$ cat src/rtl/jtgng_objdma.sv
// rtl/jtgng_objdma.sv - copies the object table from main CPU RAM into the object line buffer
// Optional bus-grant timeout abort is enabled by defining JTGNG_OBJDMA_TIMEOUT_EN.
module jtgng_objdma #(
  parameter int AW   = 9,
  parameter int TOUT = 255
) (
  input  logic          clk,
  input  logic          rst_n,
  input  logic          cen6,
  input  logic          LVBL,
  input  logic          OKOUT,
  input  logic          bus_ack,
  output logic          bus_req,
  output logic          blcnten,
  output logic [AW-1:0] obj_AB,
  input  logic [7:0]    ram_dout,
  output logic [AW-1:0] buf_addr,
  output logic [7:0]    buf_data,
  output logic          buf_we,
  output logic          busy,
  output logic          dma_done,
  output logic          dma_err
);

  typedef enum logic [2:0] {IDLE, ARMED, REQ, COPY, DRAIN} state_t;
  localparam logic [AW-1:0] LAST = '1;

  if (TOUT < 1 || TOUT > 255) begin : g_tout_check
    $error("TOUT must fit the 8-bit timeout counter");
  end

  state_t        state_q;
  logic          pending_q, okout_last_q, lvbl_last_q, rd_valid_q;
  logic          bus_req_q, blcnten_q, busy_q, done_q, err_q;
  logic [AW-1:0] obj_ab_q;
`ifdef JTGNG_OBJDMA_TIMEOUT_EN
  localparam logic [7:0] TOUT_M1 = 8'(TOUT - 1);
  logic [7:0] tout_cnt_q;
`endif

  logic          okout_rise, vb_start;
  logic [AW-1:0] obj_ab_inc;

  assign okout_rise = OKOUT & ~okout_last_q;
  assign vb_start   = lvbl_last_q & ~LVBL;
  assign obj_ab_inc = obj_ab_q + AW'(1);

  always_ff @(posedge clk) begin
    if (!rst_n) begin
      state_q      <= IDLE;
      pending_q    <= 1'b0;
      okout_last_q <= 1'b0;
      lvbl_last_q  <= 1'b0;
      rd_valid_q   <= 1'b0;
      bus_req_q    <= 1'b0;
      blcnten_q    <= 1'b0;
      busy_q       <= 1'b0;
      done_q       <= 1'b0;
      err_q        <= 1'b0;
      obj_ab_q     <= '0;
`ifdef JTGNG_OBJDMA_TIMEOUT_EN
      tout_cnt_q   <= 8'd0;
`endif
    end else if (cen6) begin
      okout_last_q <= OKOUT;
      lvbl_last_q  <= LVBL;
      done_q       <= 1'b0;
      err_q        <= 1'b0;
      if (okout_rise && state_q != IDLE) pending_q <= 1'b1;
      case (state_q)
        IDLE: if (okout_rise) begin
          state_q <= ARMED;
          busy_q  <= 1'b1;
        end
        ARMED: if (vb_start) begin
          state_q   <= REQ;
          bus_req_q <= 1'b1;
`ifdef JTGNG_OBJDMA_TIMEOUT_EN
          tout_cnt_q <= 8'd0;
`endif
        end
        REQ: begin
          if (bus_ack) begin
            state_q    <= COPY;
            blcnten_q  <= 1'b1;
            obj_ab_q   <= '0;
            rd_valid_q <= 1'b1;
          end
`ifdef JTGNG_OBJDMA_TIMEOUT_EN
          else if (tout_cnt_q == TOUT_M1) begin
            state_q   <= IDLE;
            bus_req_q <= 1'b0;
            busy_q    <= 1'b0;
            pending_q <= 1'b0;
            err_q     <= 1'b1;
          end else begin
            tout_cnt_q <= tout_cnt_q + 8'd1;
          end
`endif
        end
        COPY, DRAIN: begin
          // A read is only trusted if the bus was ours for the whole tick, so
          // losing the grant discards the pending byte and resume re-presents it.
          if (!bus_ack) begin
            blcnten_q  <= 1'b0;
            rd_valid_q <= 1'b0;
          end else if (!rd_valid_q) begin
            blcnten_q  <= 1'b1;
            rd_valid_q <= 1'b1;
          end else if (state_q == COPY) begin
            obj_ab_q <= obj_ab_inc;
            if (obj_ab_inc == LAST) state_q <= DRAIN;
          end else begin
            bus_req_q  <= 1'b0;
            blcnten_q  <= 1'b0;
            rd_valid_q <= 1'b0;
            done_q     <= 1'b1;
            pending_q  <= 1'b0;
            if (pending_q || okout_rise) begin
              state_q <= ARMED;
            end else begin
              state_q <= IDLE;
              busy_q  <= 1'b0;
            end
          end
        end
        default: state_q <= IDLE;
      endcase
    end
  end

  assign bus_req  = bus_req_q;
  assign blcnten  = blcnten_q;
  assign obj_AB   = obj_ab_q;
  assign buf_addr = obj_ab_q;
  assign buf_data = rd_valid_q ? ram_dout : 8'h00;
  assign buf_we   = rst_n & cen6 & rd_valid_q & bus_ack;
  assign busy     = busy_q;
  assign dma_done = done_q;
  assign dma_err  = err_q;

endmodule

$ cat config.mk
export PLATFORM = sky130hd
export DESIGN_NAME = jtgng_objdma
export DESIGN_NICKNAME = d
export VERILOG_FILES = /design/src/rtl/jtgng_objdma.sv
export SDC_FILE = /design/constraint.sdc
export NUM_CORES = 1
export LEC_CHECK = 0
export BUFFER_PORTS_ARGS = -buffer_cell sky130_fd_sc_hd__buf_4
export CAP_MARGIN = 25
export CELL_PAD_IN_SITES_DETAIL_PLACEMENT = 0
export CELL_PAD_IN_SITES_GLOBAL_PLACEMENT = 1
export CORE_MARGIN = 5
export CORE_UTILIZATION = 25
export DETAILED_ROUTE_END_ITERATION = 10
export GPL_ROUTABILITY_DRIVEN = 0
export PLACE_DENSITY = 0.67
export SYNTH_ARGS = -nofsm -noshare
export SYNTH_HDL_FRONTEND = slang
export SYNTH_SLANG_ARGS = --single-unit
$ cat constraint.sdc
create_clock -name clk -period 1.93 [get_ports clk]
set_input_delay 0.0965 -clock clk [delete_from_list [all_inputs] [get_ports clk]]
set_output_delay 0.0965 -clock clk [all_outputs]
set_load 0.05 [all_outputs]
# Word level (Yosys, flattened, before mapping)
# Cells that the tools add are included.
# totals
out_inout_bits	32
register_bits	20
elab_cells	90
# classes
reduce_logical	14
eq_ne	15
bitwise_logic	7
addsub	1
mux	43
# op_table
op	n
$mux W9	4
$mux W1	25
$mux W3	7
$pmux W9 S2	1
$ne A2 B2 Y1 const B	8
$reduce_and A7 Y1	2
$pmux W3 S4	1
$reduce_and A6 Y1	2
$add A9 B1 Y9 const B	1
$eq A9 B9 Y1 const B	1
$mux W8	1
$pmux W1 S2	4
$eq A3 B2 Y1 const B	2
$reduce_bool A2 Y1	3
$and A1 B1 Y1	5
$ne A4 B4 Y1 const B	1
$reduce_and A4 Y1	1
$eq A3 B1 Y1 const B	1
$eq A3 B3 Y1 const B	1
$logic_not A3 Y1	1
$ne A3 B3 Y1 const B	1
$reduce_and A3 Y1	1
$reduce_bool A3 Y1	1
$not A1 Y1	2
3 further kinds	3

# Logic depth before layout (Yosys ltp)
# logic_depth
ltp_word	8
mapped_depth	6
mapped_depth_nobuf	6

# Least setup slack after synthesis
# No wires, ideal clock.
# synth_path
kind	reg2reg
startpoint	reg obj_ab_q[0], in the netlist buf_addr[0]
endpoint	reg state_q[0]
setup_slack_ns	0.027
period_less_slack_ns	1.903
path_stages_with_launch	7
t_arrival_ns	1.783
path_cell_list	dfxtp_1 -> ha_1 -> nand2_1 -> o31ai_1 -> a32o_1 -> nand3_1 -> a211o_1
# synth_between
elab_chain_len	4
# synth_rtl
item	line_no	text
from (decl)	35	logic [AW-1:0] obj_ab_q;
from (signal assigned)	111	obj_ab_q <= obj_ab_inc;
$add A9 B1 Y9	46	assign obj_ab_inc = obj_ab_q + AW'(1);
$eq A9 B9 Y1	112	if (obj_ab_inc == LAST) state_q <= DRAIN;
$ne A3 B3 Y1 (no line)	--	
$reduce_and A7 Y1 (no line)	--	
to (signal assigned)	50	state_q <= IDLE;
to (signal assigned)	112	
to (signal assigned)	120	state_q <= ARMED;
to (decl)	32	state_t state_q;
# No other way between the ends.
# A chain may end at the register's enable or synchronous reset.

# Worst setup path after layout
# layout_path
startpoint	reg state_q[1]
endpoint	reg state_q[2]
# layout_between
elab_chain_len	5
# layout_rtl
item	line_no	text
from (signal assigned)	50	
from (signal assigned)	72	state_q <= ARMED;
from (signal assigned)	76	state_q <= REQ;
$eq A3 B2 Y1	70, 110	
$mux W3	110	end else if (state_q == COPY) begin
$mux W3	107	end else if (!rd_valid_q) begin
$mux W3	104	if (!bus_ack) begin
$pmux W3 S4	70	case (state_q)
# Parallel ways exist; a longest one is shown, timed or not. The select of a mux whose other input is x is not followed.

==> run summary <==
status -> complete, no violations
sequential area share after synthesis -> 29.6%
final wirelength -> 3670 µm
Hold Path Stages -> 3
Clock Root Buffer -> clkbuf_8
DR pass1 iterations -> 4
#FFs+latches synth -> 20
synth top area cells -> dfxtp_1 (30%), buf_4 (7.2%), a21oi_1 (6.3%)
Critical Path Source Type -> flop
critical-path cell list -> nor2b_4, o2111ai_2, nor2_2, nand4_1, a21oi_1
die area -> 0.00698 mm²
site row count -> 26
CTS tree -> yes
Synth Warn # -> 0
antenna violations before repair -> 0
reg2reg start -> state_q[1]
Worst Clk Skew -> 0.00609 ns
wl on met1 -> 1820 µm
first-pass GRT wire length -> 6460 µm
Hold Crit Endpoint -> okout_last_q
top sig layer -> met4
dpl hpwl -> 2790 µm
GRT Util Overall -> 10.9%
Clock Sinks -> 20
FF-to-FF End -> state_q[2]
hold path start -> OKOUT
Mapped Cells -> 173
relative slew slack -> 60.5%
die height -> 83.5 µm
WP data required -> 2.11 ns
fin crit period -> 1.76 ns
clock latency on the worst-skew pair -> 0.26 ns
hold buffer count at cts -> 0
gr ovfl total -> 0
slowest stage delay, CP -> 0.50 ns
Fmax -> 567 MHz
Initial DRC Count -> 144
Setup crit end kind -> flop
synth unique cells -> 47
initial core utilization -> 26.1%
chip width -> 83.5 µm
max cap viols -> 0
Port Buffers -> 44
Worst-path clk slew -> 0.09 ns
largest net degree at the start of global routing -> 15
Max VDD drop -> 0.275 mV
diode count -> 0
commonest non-fill, non-tap cell in the layout -> buf_4
CTS max path bufs -> 2
Cell Pwr Density -> 547 mW/mm²
vias in the first global route -> 1265
DR vias/cell -> 4.62
final critical-path share of the clock period -> 91.4%
met3 wire len -> 104 µm
nets -> 231
RSZ-0062 raised after global routing -> no
# fillers -> 543
Final Max Slew Viols -> 0
critical path type -> flop to flop
CORE AREA -> 0.00517 mm²
reg-to-reg slack, setup -> 0.17 ns
antenna-violating nets left -> 0
layout cells sized above 1 -> 31.8%
Slowest-stage cell, CP -> dfxtp_1
Leak Pwr -> 0.795 nW
Final setup viols -> 0
area growth from synthesis to layout -> 33.1%
syn nets -> 189
setup TNS -> 0 ns
post-cts repair resize count -> 0
drt wl/cell -> 12.9 µm
met2 wire len -> 1690 µm
Final Hold Viols -> 0
Yosys top cell by area -> dfxtp_1
Netlist Area Pre-Place -> 0.00135 mm²
most frequent cells in the layout -> buf_4 (55), dfxtp_1 (20), nor2_1 (18), a21oi_1 (17)
Pwr Total -> 984 µW
crit-path max FO -> 10
area share of the largest cell type after synthesis -> 29.6%
Critical Path AT -> 1.95 ns
HP Class -> input port to flop
Finished Core Util -> 34.8%
Vias -> 1313
htree depth -> 1
I/O pin total -> 46
DRC violations left -> 0
post-CTS setup buffer count -> 0
syn avg cell area -> 7.81 µm²
Reg2Reg Depth -> 5
TritonCTS Buffers -> 3
slew at the pin closest to its max-slew limit -> 0.586 ns
==> worst max path at each step <==
stage	startpoint	to	slack [ns]	cells past startpoint
floorplan	buf_addr[0]	state_q[0]	0.03	6
global placement	buf_addr[0]	state_q[0]	0.17	6
detailed placement	buf_addr[0]	state_q[0]	0.21	6
CTS	state_q[1]	state_q[2]	0.17	5
global route	buf_addr[0]	state_q[0]	0.02	6
finish	state_q[1]	state_q[2]	0.17	5
==> registers in the layout, summed over array words and instances, names as in the netlist <==
| signal | flops |
|---|---|
| state_q | 3 |
| lvbl_last_q | 1 |
| blcnten | 1 |
| pending_q | 1 |
| okout_last_q | 1 |
| dma_done | 1 |
| buf_addr | 9 |
| rd_valid_q | 1 |
| bus_req | 1 |
| busy | 1 |
==> cell usage after synthesis (all sizes together) <==
cell and instances:
a2bb2oi 2, nand2 11, or4b 1, a21o 3
or2b 1, and2 11, o21ai 11, and3 4
nor3 9, a21oi 18, clkbuf 4, nand4b 1
nand3b 1, o221a 1, conb 1, a31oi 2
and4 2, xnor2 1, nor2b 4, nand3 6
o211a 2, o31ai 1, a32o 1, nand2b 3
a211o 1, buf 14, nor3b 2, nand4 2
o2111ai 2, dfxtp 20, nor2 19, nor4 1
a22o 1, a41o 1, ha 2, or3b 1
clkinv 1, inv 3, mux2i 2
==> routing by layer <==
layer	vias up	GRT usage (%)
li1	688	-
met1	595	15.4
met2	26	16.5
met3	4	2.07
met4	0	3.65
met5	-	0
==> layout make-up <==
cell class	count	area [µm²]	area share [%]
timing repair buffer	55	413	22.9
inverter	4	15.0	0.834
clock inverter	1	30.0	1.67
clock buffer	3	41.3	2.29
multi-input combinational	131	812	45.1
tap	70	87.6	4.87
sequential	20	400	22.3
==> where the power goes <==
| part | total, mW | internal, mW | switching [mW] |
|---|---|---|---|
| sequential | 0.433 | 0.422 | 0.0116 |
| combinational | 0.122 | 0.0516 | 0.0700 |
| clock | 0.429 | 0.277 | 0.153 |
| total | 0.984 | 0.750 | 0.234 |
==> metrics by stage <==
stage	setup slack, ns	hold slack, ns	instances	instance area [µm²]
final	0.166	0.0781	284	1800
after CTS	0.170	0.0762	284	1800
after detailed placement	0.210	0.351	280	1730
after global placement	0.174	0.346	280	1730
after global routing	0.0160	0.109	284	1800
after floorplan	0.0275	0.230	173	1350
==> critical path, delay by kind of cell (launching register included) <==
family | cells | cell delay (ns)
AO/OA/AOI/OAI | 2 | 0.50
flip-flops | 1 | 0.50
AND/OR/NAND/NOR | 3 | 0.69
==> cell families after synthesis <==
kind of cell	count (synthesis)	synth area share, %
AO/OA/AOI/OAI	46	22.6
XOR/XNOR	1	0.648
adder cells (fa/ha/maj)	2	1.85
buffers and inverters	22	10.3
flip-flops	20	29.6
multiplexers	2	1.48
other	1	0.278
AND/OR/NAND/NOR	79	33.2
Note: power is estimated with default switching activity, not from simulation.
